**src/rtl/bp_pkg.sv**
```systemverilog
// rtl/bp_pkg.sv - shared constants and saturating-counter helpers for the branch predictor
package bp_pkg;

    localparam int BP_MODE_BIMODAL = 0;
    localparam int BP_MODE_GSHARE  = 1;

    // Weakly-taken value: only the MSB of a cnt_bits-wide counter set.
    function automatic logic [31:0] bp_wt(input int cnt_bits);
        return 32'd1 << (cnt_bits - 1);
    endfunction

    // One saturating step of a width-bit counter held in the low bits of cnt.
    function automatic logic [31:0] sat_step(input logic [31:0] cnt, input logic up, input int width);
        logic [31:0] max_v;
        max_v = 32'hFFFF_FFFF >> (32 - width);
        if (up) begin
            return (cnt >= max_v) ? cnt : cnt + 32'd1;
        end
        return (cnt == 32'd0) ? cnt : cnt - 32'd1;
    endfunction

endpackage

```
**src/rtl/bp_sat_counter.sv**
```systemverilog
// rtl/bp_sat_counter.sv - enable-gated up/down saturating counter
module bp_sat_counter
    import bp_pkg::*;
#(
    parameter int                WIDTH     = 2,
    parameter logic [WIDTH-1:0]  RESET_VAL = '0
) (
    input  logic             clk_i,
    input  logic             rst_i,
    input  logic             en_i,
    input  logic             up_i,
    output logic [WIDTH-1:0] cnt_o
);

    logic [WIDTH-1:0] cnt_q;
    logic [WIDTH-1:0] cnt_d;
    logic [31:0]      step_full;

    // Next value: one saturating step in the requested direction.
    always_comb begin
        step_full = sat_step(32'(cnt_q), up_i, WIDTH);
        cnt_d     = step_full[WIDTH-1:0];
    end

    // Counter register; only moves when enabled.
    always_ff @(posedge clk_i or negedge rst_i) begin
        if (!rst_i) begin
            cnt_q <= RESET_VAL;
        end else if (en_i) begin
            cnt_q <= cnt_d;
        end
    end

    assign cnt_o = cnt_q;

endmodule

```
**src/rtl/branch_predictor_table.sv**
```systemverilog
// rtl/branch_predictor_table.sv - PC/gshare-indexed PHT of saturating counters with perf counters
module branch_predictor_table
    import bp_pkg::*;
#(
    parameter int IDX_BITS  = 4,
    parameter int CNT_BITS  = 2,
    parameter int HIST_BITS = 4,
    parameter int MODE      = 0,
    parameter int PERF_BITS = 16
) (
    input  logic                 clk_i,
    input  logic                 rst_i,
    input  logic                 lookup_valid_i,
    input  logic [31:0]          lookup_pc_i,
    output logic                 predict_o,
    output logic [IDX_BITS-1:0]  lookup_idx_o,
    input  logic                 update_i,
    input  logic [IDX_BITS-1:0]  update_idx_i,
    input  logic                 update_pred_i,
    input  logic                 result_i,
    output logic [PERF_BITS-1:0] branch_cnt_o,
    output logic [PERF_BITS-1:0] mispredict_cnt_o
);

    localparam int                 NUM_ENTRIES = 1 << IDX_BITS;
    localparam logic [31:0]        WT_FULL     = bp_wt(CNT_BITS);
    localparam logic [CNT_BITS-1:0] WT         = WT_FULL[CNT_BITS-1:0];

    generate
        if (HIST_BITS > IDX_BITS || HIST_BITS < 1 || (MODE != BP_MODE_BIMODAL && MODE != BP_MODE_GSHARE)) begin : g_bad_cfg
            $fatal(1, "branch_predictor_table: illegal HIST_BITS/MODE configuration");
        end
    endgenerate

    logic [IDX_BITS-1:0]  base_idx;
    logic [IDX_BITS-1:0]  lookup_idx;
    logic [HIST_BITS-1:0] ghr;
    logic [CNT_BITS-1:0]  pht_cnt [NUM_ENTRIES];
    logic [CNT_BITS-1:0]  sel_cnt;
    logic                 unused_pc;

    assign base_idx  = lookup_pc_i[IDX_BITS+1:2];
    assign unused_pc = ^{lookup_pc_i[31:IDX_BITS+2], lookup_pc_i[1:0]};

    generate
        if (MODE == BP_MODE_GSHARE) begin : g_ghr
            logic [HIST_BITS-1:0] ghr_q;
            logic [HIST_BITS-1:0] ghr_d;

            // Shift the resolved outcome into the history on every update.
            always_comb begin
                ghr_d = ghr_q;
                if (update_i) begin
                    if (HIST_BITS == 1) begin
                        ghr_d = HIST_BITS'(result_i);
                    end else begin
                        ghr_d = {ghr_q[(HIST_BITS > 1 ? HIST_BITS-2 : 0):0], result_i};
                    end
                end
            end

            // History register.
            always_ff @(posedge clk_i or negedge rst_i) begin
                if (!rst_i) begin
                    ghr_q <= '0;
                end else begin
                    ghr_q <= ghr_d;
                end
            end

            assign ghr = ghr_q;
        end else begin : g_no_ghr
            assign ghr = '0;
        end
    endgenerate

    assign lookup_idx = base_idx ^ IDX_BITS'(ghr);

    // Pattern history table: one counter per entry, updated only when selected.
    generate
        for (genvar k = 0; k < NUM_ENTRIES; k++) begin : g_pht
            bp_sat_counter #(
                .WIDTH     (CNT_BITS),
                .RESET_VAL (WT)
            ) u_cnt (
                .clk_i (clk_i),
                .rst_i (rst_i),
                .en_i  (update_i && (update_idx_i == IDX_BITS'(k))),
                .up_i  (result_i),
                .cnt_o (pht_cnt[k])
            );
        end
    endgenerate

    // No bypass: a same-cycle update is only seen after the clock edge.
    assign sel_cnt      = pht_cnt[lookup_idx];
    assign predict_o    = lookup_valid_i & sel_cnt[CNT_BITS-1];
    assign lookup_idx_o = lookup_idx;

    bp_sat_counter #(
        .WIDTH     (PERF_BITS),
        .RESET_VAL ('0)
    ) u_branch_cnt (
        .clk_i (clk_i),
        .rst_i (rst_i),
        .en_i  (update_i),
        .up_i  (1'b1),
        .cnt_o (branch_cnt_o)
    );

    bp_sat_counter #(
        .WIDTH     (PERF_BITS),
        .RESET_VAL ('0)
    ) u_mispredict_cnt (
        .clk_i (clk_i),
        .rst_i (rst_i),
        .en_i  (update_i && (update_pred_i != result_i)),
        .up_i  (1'b1),
        .cnt_o (mispredict_cnt_o)
    );

endmodule
```
**config.mk**
```make
export PLATFORM = sky130hd
export DESIGN_NAME = branch_predictor_table
export DESIGN_NICKNAME = d
export VERILOG_FILES = /design/src/rtl/bp_pkg.sv /design/src/rtl/bp_sat_counter.sv /design/src/rtl/branch_predictor_table.sv
export SDC_FILE = /design/constraint.sdc
export NUM_CORES = 1
export LEC_CHECK = 0
export ABC_AREA = 0
export CAP_MARGIN = 20
export CORE_ASPECT_RATIO = 0.7
export CORE_UTILIZATION = 30
export DETAILED_ROUTE_END_ITERATION = 8
export GPL_ROUTABILITY_DRIVEN = 0
export PLACE_DENSITY = 0.6
export SYNTH_ARGS = -nofsm -noshare
export SYNTH_HDL_FRONTEND = slang
export SYNTH_SLANG_ARGS = --single-unit
export TNS_END_PERCENT = 100
```
**constraint.sdc**
```tcl
create_clock -name clk_i -period 2.2 [get_ports clk_i]
set_input_delay 0.44 -clock clk_i [delete_from_list [all_inputs] [get_ports clk_i]]
set_output_delay 0.44 -clock clk_i [all_outputs]
set_load 0.01 [all_outputs]
```
==> summary.md, run 1 <==
| Metric | Value |
|---|---|
| Outcome | finished with violations |
| Violated checks | negative setup slack |
| Area share of xor/xnor cells in the synthesized design | 0.0673 |
| Final setup fails | 1 |
| Number of buffers created by CTS | 9 |
| Total die area | 11,700 µm² |
| Library cell with the highest instance count after synthesis | dfrtp_1 |
| Register clock-pin slew on the reported worst setup and hold paths | 0.05 ns |
| Top Ports | 79 |
| Largest net degree at the start of global routing | 65 |
| Post-CTS setup repair buffer count | 0 |
| Count of unresolved DRC violations after routing | 0 |
| Mapped Area | 3380 µm² |
| Floorplan row count | 32 |
| Leakage Power | 1.79 nW |
| N_diodes | 0 |
| CTS tree | built |
| Placed inst area | 4270 µm² |
| Final antenna-violating net count | 0 |
| Global-route wire length before repair | 13.5 mm |
| Biggest area consumer among synthesized cells | dfrtp_1 |
| Endpoint required time on the critical path | 1.76 ns |
| Type of element capturing the critical path | output pin |
| Pin slew with the least headroom to its limit | 0.401 ns |
| Multiplexer fraction of the synthesized cell area | 0.0440 |
| Detailed placement HPWL | 5.54 mm |
| Layout filler cell count | 1,059 |
| Top cells by instance count after synthesis | 48 x dfrtp_1, 42 x o21ai_0, 37 x nand2_1 |
| Worst setup SP type | flop |
| Worst-case clock skew | 0.00408 ns |
| Proportion of layout cells with a drive suffix above 1 | 0.195 |
| Instance count of the mapped netlist | 343 |
| Synth Flop Type | dfrtp_1 |
| Highest ir drop seen on vdd | 610 µV |
| Hold Fails Final Rpt | 0 |
| Post-synthesis async set-or-reset flop share | 1.00 |
| Total global-route track usage | 0.149 |
| Standard cell core area | 11,000 µm² |
| Total Nets Final | 470 |
| Antenna violations before repair | 0 |
| Ratio of total power to cell area | 835 nW/µm² |
| Vertical die dimension | 90.9 µm |
| Maximum net fanout on the critical path | 2 |
| Number of enable-type register cells in the synthesized netlist | 0 |
| Count of yosys warnings during synthesis | 0 |
| Ratio of final minimum period to clock period | 1.06 |
| Area fraction of the dominant cell type after synthesis | 0.355 |
| Overall via count from detail_route | 2,882 |
| CTS sink count | 64 |
| Sequential cell area | 1620 µm² |
| Area overhead of the layout relative to synthesis | 34.2% |
| Max Fclk | 429 MHz |
| Area fraction in compound gates after synthesis | 0.178 |
| Combinational family with the most area after synthesis | simple AND/OR/NAND/NOR gates |
| Fin Hold WS | 0.113 ns |
| Max-cap violation count | 0 |
| Routed WL | 7.96 mm |
| Starting utilization of the core area | 0.307 |
| Yosys cell types | 46 |
| Average vias per placed instance | 4.93 |
| Clock buffer depth | 2 |
| Flop and latch count out of synthesis | 64 |
| First-pass iteration count of the detailed router | 4 |
| Count of buffers from port buffering | 50 |
| Overall die width | 129 µm |
| DR iter-0 viols | 148 |
| Via count of the first global-routing pass | 2,762 |
| Shortest clock period the worst path allows after layout | 2.33 ns |
| Final design instance area without fill | 4540 µm² |
| Slew margin rel. | 0.733 |
| Worst Setup SP | g_pht[12].u_cnt.cnt_o[1] |
| TNS Setup | -0.129 ns |
| Unrepaired setup endpoints after global routing | true |
| Post-synthesis sequential area ratio | 0.479 |
| Startpoint of the worst-slack reg-to-reg timing path | u_branch_cnt.cnt_o[11] |
| Area of the multi-input gates | 1670 µm² |
| Syn nets | 387 |
| Fraction of the mapped netlist area in adder cells | 0.00739 |
| Slew Viols, Final | 0 |
| Hold Path Class | primary input to asynchronous set/reset pin |
| Grt total ovfl | 0 |
| Final critical-path setup slack | -0.129 ns |
| Ranking of synthesized cells by area | dfrtp_1 35%, dfstp_2 12%, o21ai_0 6.2% |
| Max H-tree Level | 3 |
| Area share of and/or/nand/nor cells after synthesis | 0.201 |
| Clock Root Buffer | clkbuf_16 |
| Startpoint-to-endpoint class of the critical path | flop to output pin |
| Post-Synthesis Mean Instance Area | 9.87 µm² |
| Worst path arrival time | 1.89 ns |
| Clock insertion delay at the later pin of the skew report | 0.33 ns |
| Average routed wire per standard cell | 13.6 µm |
[per-layer routing]
metal,track usage,wire (µm),share of wire,up-vias
met4,0.0500,30,0.0038,0
li1,-,-,-,1429
met5,0,0,0,-
met1,0.213,4120,0.52,1389
met3,0.0504,424,0.053,2
met2,0.207,3380,0.42,62
[cell type report]
| type | count | area share |
|---|---|---|
| well taps | 153 | 0.0422 |
| repair buffers | 82 | 0.163 |
| inverters | 5 | 0.00413 |
| multi-input cells | 264 | 0.368 |
| clock inverters | 5 | 0.0124 |
| flip-flops and latches | 64 | 0.357 |
| clock buffers | 11 | 0.0535 |
[cells by family (layout without fill, tap and decap cells)]
group | Yosys count | count (layout)
AO/OA/AOI/OAI | 99 | 99
XOR/XNOR | 26 | 26
adder cells (fa/ha/maj) | 2 | 2
buffers and inverters | 15 | 103
flip-flops | 64 | 64
multiplexers | 7 | 7
AND/OR/NAND/NOR | 130 | 130
[worst paths after layout]
path	slack [ns]	cells past startpoint	to
setup / recovery	-0.13	4	predict_o
hold / removal	0.11	2	g_pht[1].u_cnt.cnt_o[0]
setup reg to reg	0.43	5	u_branch_cnt.cnt_o[1]
hold reg to reg	0.49	1	u_branch_cnt.cnt_o[7]
max in group asynchronous	1.74	2	g_pht[7].u_cnt.cnt_o[1]
min in group clk_i	0.49	1	u_branch_cnt.cnt_o[7]
[timing repair]
action	4_1_cts	5_1_grt
resized for setup	15	0
hold buffers	0	0
endpoints found under the setup margin	1	1
pin swaps	1	0
hold endpoints to repair	0	0
[critical path: stages, from the launching register on]
cell and delay [ns]:
dfstp_2 0.38, mux4_2 0.46, mux4_2 0.46, and2_1 0.14
buf_2 0.13
[sequential cells by signal, summed over array words and instances, names as in the netlist]
register and flops:
g_pht.u_cnt.cnt_o 32, u_branch_cnt.cnt_o 16, u_mispredict_cnt.cnt_o 16
[stage by stage]
step | power (mW) | util | cells | setup WS (ns)
6_report | 3.79 | 0.412 | 584 | -0.129
5_1_grt | 4.00 | 0.412 | 584 | -0.186
4_1_cts | 3.84 | 0.412 | 584 | -0.149
3_5_place_dp | 2.37 | 0.387 | 568 | -0.963
3_3_place_gp | 2.35 | 0.387 | 568 | -0.916
2_1_floorplan | 1.95 | - | 343 | 0.167
[power breakdown]
group / internal, mW / switching [mW]
Combinational: 0.418 / 0.342
Clock: 0.906 / 0.525
Sequential: 1.36 / 0.243
Total: 2.68 / 1.11
[cell usage in the layout (no fill, tap or decap), types with 7 or more instances in the layout]
cell              n
a21oi_1          28
dfrtp_1          48
nand3b_1         10
dfstp_2          16
nand2_1          37
xor2_1            9
o21ai_0          42
xnor2_1          17
nand4_1           8
clkdlybuf4s50_1  46
nand3_1          14
o31ai_1           8
nor2_1           27
clkbuf_16         9
buf_4            31
nor3b_1           7
Note: power is estimated with default switching activity, not from simulation.
==> run 2: changes to the inputs <==
--- a/config.mk
+++ b/config.mk
@@ -8,10 +8,12 @@
 export ABC_AREA = 0
 export CAP_MARGIN = 20
 export CORE_ASPECT_RATIO = 0.7
-export CORE_UTILIZATION = 30
+export CORE_UTILIZATION = 40
 export DETAILED_ROUTE_END_ITERATION = 8
 export GPL_ROUTABILITY_DRIVEN = 0
-export PLACE_DENSITY = 0.6
+export PLACE_DENSITY = 0.73
+export SETUP_SLACK_MARGIN = 0.5
+export SLEW_MARGIN = 20
 export SYNTH_ARGS = -nofsm -noshare
 export SYNTH_HDL_FRONTEND = slang
 export SYNTH_SLANG_ARGS = --single-unit
==> summary.md, run 2 (synthesized netlist as in run 1, its figures left out) <==
| Metric | Value |
|---|---|
| Shortest clock period the worst path allows after layout | 2.35 ns (+0.0209 ns) |
| Max Fclk | 426 MHz (-0.89%) |
| Max H-tree Level | 3 (unchanged) |
| Total die area | 8840 µm² (-25%) |
| CTS sink count | 64 (unchanged) |
| Clock Root Buffer | clkbuf_16 |
| Sequential cell area | 1630 µm² (+0.39%) |
| Register clock-pin slew on the reported worst setup and hold paths | 0.05 ns (about the same) |
| TNS Setup | -0.150 ns (-0.0209 ns) |
| Global-route wire length before repair | 13.1 mm (-3.0%) |
| Longest individual stage delay on the worst path | 0.48 ns (+0.02 ns) |
| Critical-path cell list | mux4_2, mux4_2, and2_4, buf_6 |
| Vertical die dimension | 79.0 µm (-13%) |
| Leakage Power | 2.13 nW (+19%) |
| Final design instance area without fill | 4740 µm² (+4.5%) |
| Ratio of final minimum period to clock period | 1.07 (+0.00952) |
| Commonest non-fill, non-tap cell in the layout | buf_4 |
| Grt total ovfl | 0 (unchanged) |
| Hold Path Class | primary input to asynchronous set/reset pin |
| Final core utilization | 0.590 (+0.178) |
| Final setup fails | 1 (unchanged) |
| Largest net degree at the start of global routing | 26 (-60%) |
| Cell family with most CP delay | multiplexers |
| Number of buffers created by CTS | 9 (unchanged) |
| Average routed wire per standard cell | 14.5 µm (+6.7%) |
| First-pass iteration count of the detailed router | 6 (+2) |
| Type of element capturing the critical path | output pin |
| Total Nets Final | 486 (+3.4%) |
| Setup slack after placement | -0.975 ns (-0.0120 ns) |
| Count of unresolved DRC violations after routing | 3 (+3) |
| DR iter-0 viols | 115 (-22%) |
| Slew Viols, Final | 0 (unchanged) |
| Number of flip-flops under the largest register name | 32 (unchanged) |
| Most frequent cell on the critical path | mux4_2 |
| Routed WL | 7.98 mm (+0.29%) |
| Fin Hold WS | 0.0395 ns (-0.0738 ns) |
| Via count of the first global-routing pass | 2,750 (-0.43%) |
| Proportion of layout cells with a drive suffix above 1 | 0.275 (+0.0803) |
| Unrepaired setup endpoints after global routing | true |
| Count of buffers from port buffering | 50 (unchanged) |
| CTS tree | built |
| Area of the multi-input gates | 1770 µm² (+6.0%) |
| Floorplan row count | 27 (-16%) |
| Placed inst area | 4170 µm² (-2.2%) |
| Worst setup SP type | flop |
| Ratio of total power to cell area | 836 nW/µm² (+0.12%) |
| Outcome | finished with violations |
| Most frequent cells in the layout | 44 x buf_4, 43 x dfrtp_1, 41 x o21ai_0, 36 x nand2_1, 28 x a21oi_1 |
| Total global-route track usage | 0.189 (+0.0401) |
| Area overhead of the layout relative to synthesis | 40.1% |
| Antenna violations before repair | 1 (+1) |
| Starting utilization of the core area | 0.421 (+0.114) |
| Slew margin rel. | 0.715 (-0.0182) |
| Endpoint required time on the critical path | 1.76 ns (about the same) |
| Highest ir drop seen on vdd | 519 µV (-15%) |
| Average vias per placed instance | 5.34 (+8.3%) |
| Final critical-path setup slack | -0.150 ns (-0.0209 ns) |
| Overall die width | 112 µm (-13%) |
| Final antenna-violating net count | 0 (unchanged) |
| Worst-case clock skew | 0.00531 ns (+0.00123 ns) |
| Max-cap violation count | 0 (unchanged) |
| Worst path arrival time | 1.91 ns (+0.02 ns) |
| Clock insertion delay at the later pin of the skew report | 0.32 ns (about the same) |
| Top Ports | 79 (unchanged) |
| Number of buffers and inverters on the critical path | 1 (unchanged) |
| Detailed placement HPWL | 5.60 mm (+1.0%) |
| Layout filler cell count | 692 (-35%) |
| Maximum net fanout on the critical path | 2 (unchanged) |
| Startpoint-to-endpoint class of the critical path | flop to output pin |
| Clock buffer depth | 2 (unchanged) |
| Standard cell core area | 8040 µm² (-27%) |
| Pin slew with the least headroom to its limit | 0.428 ns (+0.0273 ns) |
| Slowest library cell on the worst path | mux4_2 |
| Hold-fix buffers, CTS | 0 (unchanged) |
| Overall via count from detail_route | 2,934 (+1.8%) |
| Hold Fails Final Rpt | 0 (unchanged) |
| Violated checks | design-rule violations, negative setup slack |
run 2: cell count changes in the layout (fill, tap and decap cells not counted), moves of 3 or more:
cell,change
dlygate4sd2_1,+26
buf_4,+13
nor2_2,+3
nor2_1,-4
dfrtp_2,+5
nor4_1,-3
dfrtp_1,-5
and2_4,+3
nor4_2,+3
dlymetal6s2s_1,+13
clkdlybuf4s50_1,-38
buf_6,+4
run 2: final timing paths:
path | to | slack, ns | start | depth (start not counted)
max | predict_o | -0.15 | g_pht[15].u_cnt.cnt_o[1] | 4
min | g_pht[11].u_cnt.cnt_o[0] | 0.04 | rst_i | 1
max reg2reg | u_mispredict_cnt.cnt_o[13] | 0.57 | u_mispredict_cnt.cnt_o[12] | 6
min reg2reg | u_mispredict_cnt.cnt_o[15] | 0.49 | u_mispredict_cnt.cnt_o[15] | 1
max in group asynchronous | u_mispredict_cnt.cnt_o[6] | 1.58 | rst_i | 2
min in group clk_i | u_mispredict_cnt.cnt_o[15] | 0.49 | u_mispredict_cnt.cnt_o[15] | 1
run 2: routing by layer:
metal,part of all wire,global-route usage,up-vias
met4,0.0085,0.0547,0
met2,0.47,0.302,34
met5,0,0,-
li1,-,-,1459
met3,0.031,0.0496,4
met1,0.49,0.254,1437
run 2: area by class of cell:
class                      count  share of cell area
timing repair buffer          98               0.185
sequential                    64               0.343
antenna                        1            0.000528
tap                          101              0.0266
multi-input combinational    264               0.373
clock inverter                 6              0.0174
inverter                       5             0.00396
clock buffer                  10              0.0504
run 2: through the flow:
stage	total power [mW]	instances
CTS	3.92	540
global placement	2.34	514
detailed placement	2.37	514
floorplan	1.95	343
finish	3.96	549
global route	4.17	549
run 2: power by group:
part	switching, mW	internal, mW	leakage (nW)
clock	0.510	1.02	0.158
combinational	0.401	0.460	1.23
sequential	0.218	1.36	0.741
run 2: repair_timing:
item                       CTS  global route
setup buffers               10             8
resized for setup           49            35
pin swaps                    1            10
setup endpoints to repair   49            42
==> run 3: changes to the inputs <==
--- a/config.mk
+++ b/config.mk
@@ -5,13 +5,13 @@
 export SDC_FILE = /design/constraint.sdc
 export NUM_CORES = 1
 export LEC_CHECK = 0
-export ABC_AREA = 0
+export ABC_AREA = 1
 export CAP_MARGIN = 20
 export CORE_ASPECT_RATIO = 0.7
 export CORE_UTILIZATION = 40
 export DETAILED_ROUTE_END_ITERATION = 8
 export GPL_ROUTABILITY_DRIVEN = 0
-export PLACE_DENSITY = 0.73
+export PLACE_DENSITY = 0.72
 export SETUP_SLACK_MARGIN = 0.5
 export SLEW_MARGIN = 20
 export SYNTH_ARGS = -nofsm -noshare
==> summary.md, run 3 <==
| Metric | Value |
|---|---|
| Worst-case register-to-register setup slack | 0.60 ns (+0.03 ns) |
| Total global-route track usage | 0.209 (+0.0199) |
| First-pass iteration count of the detailed router | 5 (-1) |
| Max H-tree Level | 3 (unchanged) |
| Largest net degree at the start of global routing | 48 (+85%) |
| Overall via count from detail_route | 3,570 (+22%) |
| Max-cap violation count | 0 (unchanged) |
| Setup slack after placement | -0.513 ns (+0.462 ns) |
| Worst path arrival time | 1.52 ns (-0.39 ns) |
| Overall die width | 117 µm (+4.4%) |
| Area of the multi-input gates | 1860 µm² (+5.3%) |
| Final antenna-violating net count | 0 (unchanged) |
| Area fraction of the dominant cell type after synthesis | 0.325 (-0.0295) |
| Slew Viols, Final | 0 (unchanged) |
| Via count of the first global-routing pass | 3,246 (+18%) |
| Number of enable-type register cells in the synthesized netlist | 0 (unchanged) |
| Ratio of final minimum period to clock period | 0.891 (-0.177) |
| Count of yosys warnings during synthesis | 0 (unchanged) |
| Leakage Power | 2.47 nW (+16%) |
| Number of buffers created by CTS | 9 (unchanged) |
| Final total power | 4.19 mW (+5.7%) |
| Mapped Area | 3690 µm² (+9.1%) |
| Ranking of synthesized cells by area | dfrtp_1 33%, nand2_1 15%, dfstp_2 11% |
| CTS tree | built |
| Ratio of total power to cell area | 838 nW/µm² (+0.21%) |
| DR iter-0 viols | 208 (+81%) |
| Highest ir drop seen on vdd | 451 µV (-13%) |
| Detailed placement HPWL | 6.36 mm (+14%) |
| Outcome | finished, final reports clean |
| Final design instance area without fill | 5000 µm² (+5.4%) |
| Final setup fails | 0 (-1) |
| Syn nets | 537 (+39%) |
| Sequential cell area | 1630 µm² (unchanged) |
| Count of unresolved DRC violations after routing | 0 (-3) |
| Vertical die dimension | 82.4 µm (+4.3%) |
| Library cell with the highest instance count after synthesis | nand2_1 |
| Clock insertion delay at the later pin of the skew report | 0.33 ns (about the same) |
| Post-synthesis sequential area ratio | 0.439 (-0.0398) |
| N_diodes | 0 (-1) |
| Count of buffers from port buffering | 50 (unchanged) |
| Flop and latch count out of synthesis | 64 (unchanged) |
| Non-filler instance count after layout | 709 (+29%) |
| Placed inst area | 4350 µm² (+4.2%) |
| Synth Flop Type | dfrtp_1 |
| Fin Hold WS | 0.0492 ns (+0.00967 ns) |
| Hold Path Class | primary input to asynchronous set/reset pin |
| Endpoint required time on the critical path | 1.76 ns (about the same) |
| Hold Fails Final Rpt | 0 (unchanged) |
| Clock Root Buffer | clkbuf_16 |
| Biggest area consumer among synthesized cells | dfrtp_1 |
| Top cells by instance count after synthesis | 149 x nand2_1, 66 x o21ai_0, 49 x inv_1 |
| Shortest clock period the worst path allows after layout | 1.96 ns (-0.389 ns) |
| Proportion of layout cells with a drive suffix above 1 | 0.185 (-0.0901) |
| Commonest non-fill, non-tap cell in the layout | nand2_1 |
| Yosys cell types | 26 (-43%) |
| Most frequent cells in the layout | 148 x nand2_1, 66 x o21ai_0, 43 x inv_1, 43 x dfrtp_1, 40 x buf_4 |
| CTS sink count | 64 (unchanged) |
| Final critical-path setup slack | 0.240 ns (+0.389 ns) |
| Global-route wire length before repair | 15.2 mm (+17%) |
| Floorplan row count | 28 (+3.7%) |
| Pin slew with the least headroom to its limit | 0.477 ns (+0.0486 ns) |
| Depth of the worst register-to-register path | 8 (+2) |
| Starting utilization of the core area | 0.425 (+0.00388) |
| Endpoint of the lowest-slack register-to-register path | u_mispredict_cnt.cnt_o[14] |
| Startpoint-to-endpoint class of the critical path | flop to output pin |
| Grt total ovfl | 0 (unchanged) |
| Standard cell core area | 8690 µm² (+8.1%) |
| Type of element capturing the critical path | output pin |
| Average routed wire per standard cell | 13.2 µm (-9.3%) |
| Routed WL | 9.35 mm (+17%) |
| Worst-case clock skew | 0.00672 ns (+0.00141 ns) |
| Worst setup SP type | flop |
| Maximum net fanout on the critical path | 3 (+1) |
| Layout filler cell count | 841 (+22%) |
| Average vias per placed instance | 5.04 (-5.8%) |
| Top Ports | 79 (unchanged) |
| Max Fclk | 510 MHz (+20%) |
| Post-synthesis async set-or-reset flop share | 1.00 (unchanged) |
| Instance count of the mapped netlist | 493 (+44%) |
| Cells after DPL | 661 (+29%) |
| Post-Synthesis Mean Instance Area | 7.49 µm² (-24%) |
| Unrepaired setup endpoints after global routing | true |
| Number of flip-flops under the largest register name | 32 (unchanged) |
| Slew margin rel. | 0.682 (-0.0324) |
| Total die area | 9620 µm² (+8.9%) |
| Antenna violations before repair | 0 (-1) |
| Area overhead of the layout relative to synthesis | 35.5% |
| Total Nets Final | 628 (+29%) |
| Clock buffer depth | 2 (unchanged) |
| Register clock-pin slew on the reported worst setup and hold paths | 0.05 ns (about the same) |
| Startpoint of the worst-slack reg-to-reg timing path | u_mispredict_cnt.cnt_o[0] |
-- run 3: cell count changes in the layout (fill, tap and decap cells not counted), sizes merged, moves of 6 or more --
cell,change
nand2,+114
o21ai,+23
inv,+45
nor3b,-8
o31ai,-9
nand3,+21
dlygate4sd2,-7
nor2,+14
clkdlybuf4s50,+9
nand3b,-10
nor3,+6
a21oi,-10
a211oi,+7
a31oi,-6
-- run 3: through the flow --
step                      setup TNS [ns]   util
after floorplan                        0      -
after global placement            -0.437  0.500
after detailed placement          -0.568  0.500
after CTS                              0  0.556
after global routing                   0  0.576
final                                  0  0.576
-- run 3: how the worst max path moves through the flow --
stage                                   from         to
finish              g_pht[14].u_cnt.cnt_o[1]  predict_o
floorplan                     lookup_pc_i[2]  predict_o
global route        g_pht[10].u_cnt.cnt_o[1]  predict_o
detailed placement            lookup_pc_i[2]  predict_o
CTS                  g_pht[4].u_cnt.cnt_o[1]  predict_o
global placement              lookup_pc_i[2]  predict_o
-- run 3: metal layers --
metal / vias up / GRT usage / routed length (µm)
met4: 0 / 0.0709 / 154
met3: 17 / 0.0489 / 509
met5: - / 0 / 0
met2: 91 / 0.322 / 4170
li1: 1780 / - / -
met1: 1682 / 0.289 / 4520
-- run 3: logic make-up after synthesis --
kind of cell,Yosys count,synth area share
flip-flops,64,0.439
XOR/XNOR,23,0.0546
buffers and inverters,65,0.0770
AND/OR/NAND/NOR,243,0.281
AO/OA/AOI/OAI,92,0.130
adder cells (fa/ha/maj),6,0.0176
-- run 3: layout make-up --
| cell class | count | area share |
|---|---|---|
| clock buffer | 13 | 0.0520 |
| clock inverter | 3 | 0.00801 |
| inverter | 51 | 0.0390 |
| multi-input combinational | 364 | 0.373 |
| sequential | 64 | 0.325 |
| tap | 120 | 0.0300 |
| timing repair buffer | 93 | 0.171 |
| timing repair inverter | 1 | 0.00150 |
-- run 3: what timing repair did --
| action | 4_1_cts | 5_1_grt |
|---|---|---|
| gates cloned | 1 | 0 |
| pin swaps | 2 | 10 |
| resized for setup | 42 | 27 |
| hold buffers | 0 | 0 |
| endpoints found under the setup margin | 62 | 42 |
| setup buffers | 22 | 9 |
| hold endpoints to repair | 0 | 0 |
-- run 3: report_power, final --
part	switching [mW]	internal [mW]	total [mW]
registers	0.247	1.49	1.74
clock network	0.503	0.935	1.44
logic	0.534	0.479	1.01
total	1.28	2.90	4.19
-- run 3: worst max-delay path, cell delays in order (launching register included) --
cell     delay [ns]
dfstp_2        0.54
inv_2          0.05
nand2_1        0.08
nand3_2        0.08
nand3_2        0.08
nand3_2        0.07
a21oi_1        0.14
buf_2          0.14
